<file path="src/rtl/weight_bit_serializer_pkg.sv">
// Shared constants and types for the bit-serial weight producer.
// Weights enter as two's complement and leave as sign plus magnitude bit-columns.
package bitsim_pkg;

  localparam int DATA_WIDTH = 8;
  localparam int VEC_LENGTH = 16;
  localparam int COL_BITS   = $clog2(DATA_WIDTH);

  typedef enum logic {IDLE, SHIFT} ser_state_t;

  // One weight vector: lane j occupies weight_vec_t[j].
  typedef logic [VEC_LENGTH-1:0][DATA_WIDTH-1:0] weight_vec_t;
  typedef logic [VEC_LENGTH-1:0]                 lane_vec_t;
  typedef logic [DATA_WIDTH-1:0]                 col_mask_t;
  typedef logic [COL_BITS-1:0]                   col_t;

  // Two's complement to unsigned magnitude; the most negative value maps to 2^(DATA_WIDTH-1).
  function automatic logic [DATA_WIDTH-1:0] mag_of(input logic [DATA_WIDTH-1:0] w);
    return w[DATA_WIDTH-1] ? (~w + DATA_WIDTH'(1)) : w;
  endfunction

  // True when some mask bit strictly above column p is set.
  function automatic logic any_above(input col_mask_t m, input col_t p);
    col_mask_t upto;
    upto = (col_mask_t'(2) << p) - col_mask_t'(1);
    return |(m & ~upto);
  endfunction

endpackage

</file>
<file path="src/rtl/weight_bit_serializer_if.sv">
// Weight-vector input and bit-column beat output of the serializer.
// slave = serializer side, master = producer/consumer side.
interface weight_bit_serializer_if;

  logic                    w_valid;
  logic                    w_ready;
  bitsim_pkg::weight_vec_t weight;
  logic                    out_valid;
  logic                    out_ready;
  bitsim_pkg::lane_vec_t   sign;
  bitsim_pkg::lane_vec_t   w_bit;
  bitsim_pkg::col_t        column_idx;
  logic                    out_first;
  logic                    out_last;

  modport slave (
    input  w_valid, weight, out_ready,
    output w_ready, out_valid, sign, w_bit, column_idx, out_first, out_last
  );

  modport master (
    output w_valid, weight, out_ready,
    input  w_ready, out_valid, sign, w_bit, column_idx, out_first, out_last
  );

endinterface

</file>
<file path="src/rtl/weight_bit_serializer_col_next_enc.sv">
// Finds the lowest set mask bit strictly above a pointer.
// A pointer of -1 (all ones) returns the lowest set bit of the whole mask.
module col_next_enc
  import bitsim_pkg::*;
(
  input  col_mask_t                i_mask,
  input  logic signed [COL_BITS:0] i_ptr,
  output col_t                     o_next,
  output logic                     o_has_next
);

  // Scan from the top down so the last hit is the lowest qualifying column.
  always_comb begin
    o_next     = '0;
    o_has_next = 1'b0;
    for (int c = DATA_WIDTH - 1; c >= 0; c--) begin
      if (i_mask[c] && (c > int'(i_ptr))) begin
        o_next     = COL_BITS'(c);
        o_has_next = 1'b1;
      end
    end
  end

endmodule

</file>
<file path="src/rtl/weight_bit_serializer.sv">
// Bit-serial weight producer: latches a signed weight vector, converts it to
// sign-magnitude and streams one bit-column per beat, LSB column first.
// Build option WEIGHT_BIT_SKIP_EN: skip columns whose magnitude bits are zero in
// every lane (an all-zero vector still yields one beat at column 0).
// Every output except w_ready comes straight from a register.
module weight_bit_serializer
  import bitsim_pkg::*;
(
  input  logic                   clk,
  input  logic                   reset,
  weight_bit_serializer_if.slave bus
);

  ser_state_t  r_state;
  ser_state_t  r_state_next;
  lane_vec_t   r_sign;
  lane_vec_t   r_wbit;
  weight_vec_t r_mag;
  col_mask_t   r_mask;
  col_t        r_ptr;
  logic        r_first;
  logic        r_last;

  logic        w_accept;
  logic        w_beat;
  lane_vec_t   w_sign_new;
  weight_vec_t w_mag_new;
  col_mask_t   w_mask_new;
  col_t        w_low_ptr;
  logic        w_low_has;
  col_t        w_ptr_load;
  logic        w_last_load;
  lane_vec_t   w_wbit_load;
  col_t        w_adv_ptr;
  logic        w_adv_has;
  logic        w_last_adv;
  lane_vec_t   w_wbit_adv;

  // A new vector may enter when idle or when the current last beat is leaving.
  assign bus.w_ready = !reset &&
                       ((r_state == IDLE) || ((r_state == SHIFT) && bus.out_ready && r_last));
  assign w_accept    = bus.w_valid && bus.w_ready;
  assign w_beat      = (r_state == SHIFT) && bus.out_ready;

  // Per-lane sign/magnitude of the incoming vector and the bit each beat presents.
  generate
    for (genvar gi = 0; gi < VEC_LENGTH; gi++) begin : g_lane
      assign w_sign_new[gi]  = bus.weight[gi][DATA_WIDTH-1];
      assign w_mag_new[gi]   = mag_of(bus.weight[gi]);
      assign w_wbit_load[gi] = w_mag_new[gi][w_ptr_load];
      assign w_wbit_adv[gi]  = r_mag[gi][w_adv_ptr];
    end
  endgenerate

`ifdef WEIGHT_BIT_SKIP_EN
  // Column c is worth a beat only if some lane has magnitude bit c set.
  always_comb begin
    w_mask_new = '0;
    for (int j = 0; j < VEC_LENGTH; j++) begin
      w_mask_new = w_mask_new | w_mag_new[j];
    end
  end
`else
  assign w_mask_new = '1;
`endif

  // Lowest column of the incoming vector.
  col_next_enc u_enc_low (
    .i_mask     (w_mask_new),
    .i_ptr      ({(COL_BITS + 1){1'b1}}),
    .o_next     (w_low_ptr),
    .o_has_next (w_low_has)
  );

  // Column following the one currently on the output.
  col_next_enc u_enc_adv (
    .i_mask     (r_mask),
    .i_ptr      ({1'b0, r_ptr}),
    .o_next     (w_adv_ptr),
    .o_has_next (w_adv_has)
  );

  // An empty mask still produces a single beat at column 0.
  assign w_ptr_load  = w_low_has ? w_low_ptr : '0;
  assign w_last_load = !any_above(w_mask_new, w_ptr_load);
  assign w_last_adv  = !any_above(r_mask, w_adv_ptr);

  // State register.
  always_ff @(posedge clk) begin
    if (reset) begin
      r_state <= IDLE;
    end else begin
      r_state <= r_state_next;
    end
  end

  // Next state: leave IDLE on accept, return after the last beat unless refilled.
  always_comb begin
    r_state_next = r_state;
    case (r_state)
      IDLE:    if (w_accept) r_state_next = SHIFT;
      SHIFT:   if (w_beat && r_last && !w_accept) r_state_next = IDLE;
      default: r_state_next = IDLE;
    endcase
  end

  // Vector storage and beat registers: load on accept, step on each non-last beat.
  always_ff @(posedge clk) begin
    if (reset) begin
      r_sign  <= '0;
      r_mag   <= '0;
      r_mask  <= '0;
      r_ptr   <= '0;
      r_wbit  <= '0;
      r_first <= 1'b0;
      r_last  <= 1'b0;
    end else if (w_accept) begin
      r_sign  <= w_sign_new;
      r_mag   <= w_mag_new;
      r_mask  <= w_mask_new;
      r_ptr   <= w_ptr_load;
      r_wbit  <= w_wbit_load;
      r_first <= 1'b1;
      r_last  <= w_last_load;
    end else if (w_beat && !r_last && w_adv_has) begin
      r_ptr   <= w_adv_ptr;
      r_wbit  <= w_wbit_adv;
      r_first <= 1'b0;
      r_last  <= w_last_adv;
    end
  end

  assign bus.out_valid  = (r_state == SHIFT);
  assign bus.sign       = r_sign;
  assign bus.w_bit      = r_wbit;
  assign bus.column_idx = r_ptr;
  assign bus.out_first  = r_first;
  assign bus.out_last   = r_last;

endmodule

</file>
<file path="src/flat_wrapper.sv">
// flat-port wrapper written by rule: the top's interface ports become plain ports
module weight_bit_serializer_flat import bitsim_pkg::*;
  (clk, reset, bus_w_valid, bus_weight, bus_out_ready, bus_w_ready, bus_out_valid, bus_sign, bus_w_bit, bus_column_idx, bus_out_first, bus_out_last);
  weight_bit_serializer_if bus_i ();
  input  logic clk;
  input  logic reset;
  input wire logic [$bits(bus_i.w_valid)-1:0] bus_w_valid;
  input wire logic [$bits(bus_i.weight)-1:0] bus_weight;
  input wire logic [$bits(bus_i.out_ready)-1:0] bus_out_ready;
  output wire logic [$bits(bus_i.w_ready)-1:0] bus_w_ready;
  output wire logic [$bits(bus_i.out_valid)-1:0] bus_out_valid;
  output wire logic [$bits(bus_i.sign)-1:0] bus_sign;
  output wire logic [$bits(bus_i.w_bit)-1:0] bus_w_bit;
  output wire logic [$bits(bus_i.column_idx)-1:0] bus_column_idx;
  output wire logic [$bits(bus_i.out_first)-1:0] bus_out_first;
  output wire logic [$bits(bus_i.out_last)-1:0] bus_out_last;
  assign bus_i.w_valid = bus_w_valid;
  assign bus_i.weight = bus_weight;
  assign bus_i.out_ready = bus_out_ready;
  assign bus_w_ready = bus_i.w_ready;
  assign bus_out_valid = bus_i.out_valid;
  assign bus_sign = bus_i.sign;
  assign bus_w_bit = bus_i.w_bit;
  assign bus_column_idx = bus_i.column_idx;
  assign bus_out_first = bus_i.out_first;
  assign bus_out_last = bus_i.out_last;
  weight_bit_serializer u_core (.clk(clk), .reset(reset), .bus(bus_i));
endmodule
</file>
<file path="config.mk">
export PLATFORM = sky130hd
export DESIGN_NAME = weight_bit_serializer_flat
export DESIGN_NICKNAME = d
export VERILOG_FILES = /design/src/rtl/weight_bit_serializer_pkg.sv /design/src/rtl/weight_bit_serializer_if.sv /design/src/rtl/weight_bit_serializer_col_next_enc.sv /design/src/rtl/weight_bit_serializer.sv /design/src/flat_wrapper.sv
export SDC_FILE = /design/constraint.sdc
export NUM_CORES = 1
export LEC_CHECK = 0
export CORE_MARGIN = 5
export CORE_UTILIZATION = 25
export CTS_CLUSTER_DIAMETER = 50
export CTS_CLUSTER_SIZE = 16
export DETAILED_ROUTE_END_ITERATION = 7
export PLACE_DENSITY = 0.43
export SYNTH_ARGS = -nofsm -noshare
export SYNTH_HDL_FRONTEND = slang
export SYNTH_HIERARCHICAL = 1
export SYNTH_SLANG_ARGS = --single-unit
</file>
<file path="constraint.sdc">
create_clock -name clk -period 3.65 [get_ports clk]
set_input_delay 0.9125 -clock clk [delete_from_list [all_inputs] [get_ports clk]]
set_output_delay 0.9125 -clock clk [all_outputs]
set_load 0.02 [all_outputs]
</file>
==> summary.md <==
| Metric | Value |
|---|---|
| Routed len/inst | 17.7 um |
| Mean Syn Cell Area | 8.68 um^2 |
| Top_reg_cell synth | dfxtp_1 |
| First-pass GRT wire length | 55900 um |
| Worst slack at placement | 402 ps |
| Yosys cell types | 65 |
| Final Hold Fails | 0 |
| Tcrit/Tclk final | between 80% and 90% |
| Synth Instances | between 1000 and 1500 |
| Slew Viols, Final | 0 |
| CP startpoint kind | primary input |
| Chip Height | approximately 220 um |
| Sequential area share after synthesis | 30.4% |
| Switching Power | between 1.5 and 2 mW |
| Sequential share of power | 36.3% |
| Largest net degree at the start of global routing | 102 |
| R2r startpoint | u_core/r_mask[0] |
| Final setup TNS | 0 ps |
| Total CTS buffers | 17 |
| Critical Path AT | roughly 2300 ps |
| R2R setup slack | 650 ps |
| Leading cell types in the layout, fill and taps excluded | clkdlybuf4s50_1, dfxtp_1, nand3b_1 |
| Share of synthesized flip-flops with an asynchronous set or reset | 0% |
| Worst slew margin | 35.9% |
| Antenna Nets Post-Route | 0 |
| Core Rows | 76 |
| R2r worst-path depth | 9 |
| Min-Delay Path Depth | 2 |
| Setup WS post-layout | 416 ps |
| VDD IR-drop max | ~220 uV |
| Clock share of power | 35.7% |
| Yosys top cell by area | dfxtp_1 |
| Full die area | 48200 um^2 |
| Tightest Pin Transition | a little under 1000 ps |
| Total gr overflow | 0 |
| Crit path kind | primary input to output port |
| Drt first-iter violations | 675 |
| Most common cell after layout, fill and taps aside | clkdlybuf4s50_1 |
| Worst-skew pair later-pin latency | 440 ps |
| Share of the synthesized area in the top cell type | a little over 30% |
| Core Area | 43300 um^2 |
| Root Driver | clkbuf_16 |
| Min Hold Slack | 473 ps |
| Netlist Area Pre-Place | ~11000 um^2 |
| Worst min path class | flop to flop |
| Fmax | between 300 and 400 MHz |
| Hold Path End | u_core/r_mag[125] |
| Period minus WS final | 3230 ps |
| CTS tree | done |
| Number of diodes | 0 |
| # setup viols final | 0 |
| Critical Path RT | ~2700 ps |
| Post-CTS Hold Fix Bufs | 0 |
| CTS Buffer Depth | 2 |
| Placed Area | 13400 um^2 |
| Finished Core Util | 32.4% |
| Number of synthesized flops with an enable pin | 0 |
| Area Overhead vs Synth | 27.6% |
| Fin cells | 2027 |
| RD Place Congestion | 0.761 |
| Pwr Total | 5.72 mW |
| Final wirelength | 35800 um |
| Worst Path Max Fanout | 4 |
| Design Area, Final | around 14000 um^2 |
| Setup Skew | 9.17 ps |
| Port buffer count | 170 |
| Max-cap violations | 0 |
| DP HPWL | 23300 um |
| Status | completed |
| Post-layout nets | 1579 |
| Initial core utilization | between 20 and 30% |
| Leak | 4.99 nW |
| Initial antenna violation count | 0 |
| Ys Warns | 6 |
| H-tree levels | 4 |
| Post-route DRC violation count | 0 |
| DR pass1 iterations | 5 |
| Cell Pwr Density | around 410 nW/um^2 |
| Clk slew on worst S/H paths | 60 ps |
| Number of global-route vias before repair | between 9000 and 10000 |
| Die W | 220 um |
| Vias per inst | 4.92 |
| Top Ports | 171 |
| CP endpoint kind | output port |
| Sw frac | roughly 30% |
| Layout cell share with drive strength beyond 1 | roughly 7.4% |
| Logic pwr share | 28.0% |
| DP Cell Count | between 1500 and 2000 |
| Synth top area cells | dfxtp_1, nand3b_1, mux4_2 |
| Worst Hold Launch | u_core/r_mag[125] |
| Worst reg2reg endpoint | u_core/bus.w_bit[10] |
| DR vias | 9980 |
| CTS resizes | 0 |
| GRT Total Usage | 14.6% |
| P_int | 3.95 mW |
| Layout fillers | 4508 |
| FF+latch count, synth | 167 |
| Setup bufs post-CTS | 0 |
| Sinks on Clock Net | 167 |
| RSZ-0062 raised after global routing | no |
## cell families after synthesis
kind of cell / share of synthesized area [%]
mux: 9.66
simple gates: 28.2
other cells: 0.0684
xor+xnor: 5.10
buf+inv: 5.70
fa+ha+maj: 2.05
flops: 30.4
compound gates: 18.8
## per-layer routing
layer	vias up	track usage, %	wire length, um
met5	-	0	0
met4	0	3.87	497
met3	24	2.10	1350
met2	199	22.8	16000
met1	4798	21.2	17900
li1	4959	-	-
## final cells by class
| cell class | instances | area (um^2) | share of cell area [%] |
|---|---|---|---|
| tap | 585 | 732 | 5.22 |
| sequential | 167 | 3340 | 23.9 |
| clock buffer | 20 | 457 | 3.26 |
| inverter | 33 | 124 | 0.884 |
| timing repair buffer | 185 | 1870 | 13.4 |
| clock inverter | 12 | 199 | 1.42 |
| multi-input combinational | 1025 | 7280 | 52.0 |
## power by group through the flow
stage / Combinational (mW) / Clock (mW) / Sequential, mW
final: 1.60 / 2.04 / 2.07
after CTS: 1.52 / 2.11 / 2.08
after detailed placement: 1.51 / 0 / 2.12
after global routing: 1.75 / 2.18 / 2.09
after floorplan: 0.955 / 0 / 2.14
after global placement: 1.51 / 0 / 2.12
## synth_stat cells, types with 4 or more instances
library cell and instances:
nor4_1 18, o32ai_1 16, o221ai_1 16, nor2_1 77, nand2_1 106, a2111oi_0 16, clkbuf_1 63, a21boi_0 14
nor4b_1 14, mux2i_1 34, xor2_1 30, a221o_1 16, o31ai_1 18, a21oi_1 24, nand2b_1 23, dfxtp_1 167
o22a_1 6, a31o_1 16, or4_1 30, o21ai_2 14, o21ai_0 57, o21ai_1 53, a211oi_1 16, nor4bb_1 15
buf_2 25, or3b_1 17, xnor2_1 34, nor3_1 16, mux4_2 32, inv_1 33, buf_6 4, nand3b_1 116
nor2b_1 56, ha_1 18
## worst max-delay path by stage
stage                  startpoint     endpoint  slack, ps  depth (start not counted)
floorplan                   reset  bus_w_ready        900                          4
global placement    bus_out_ready  bus_w_ready        420                          4
detailed placement  bus_out_ready  bus_w_ready        400                          4
CTS                 bus_out_ready  bus_w_ready        400                          4
global route        bus_out_ready  bus_w_ready        300                          4
finish              bus_out_ready  bus_w_ready        420                          4
## worst max-delay path: stages
cell and delay (ps):
clkdlybuf4s50_1 430, a21boi_1 360, nor2_1 70, clkdlybuf4s50_1 550
## state kept, by name, summed over array words and instances, names as in the netlist
register and count:
u_core/r_mag 128, u_core/r_mask 1, u_core/bus.out_valid 1, u_core/bus.out_first 1, u_core/bus.column_idx 3, u_core/bus.sign 16, u_core/bus.out_last 1, u_core/bus.w_bit 16
(Power assumes the default switching activity.)
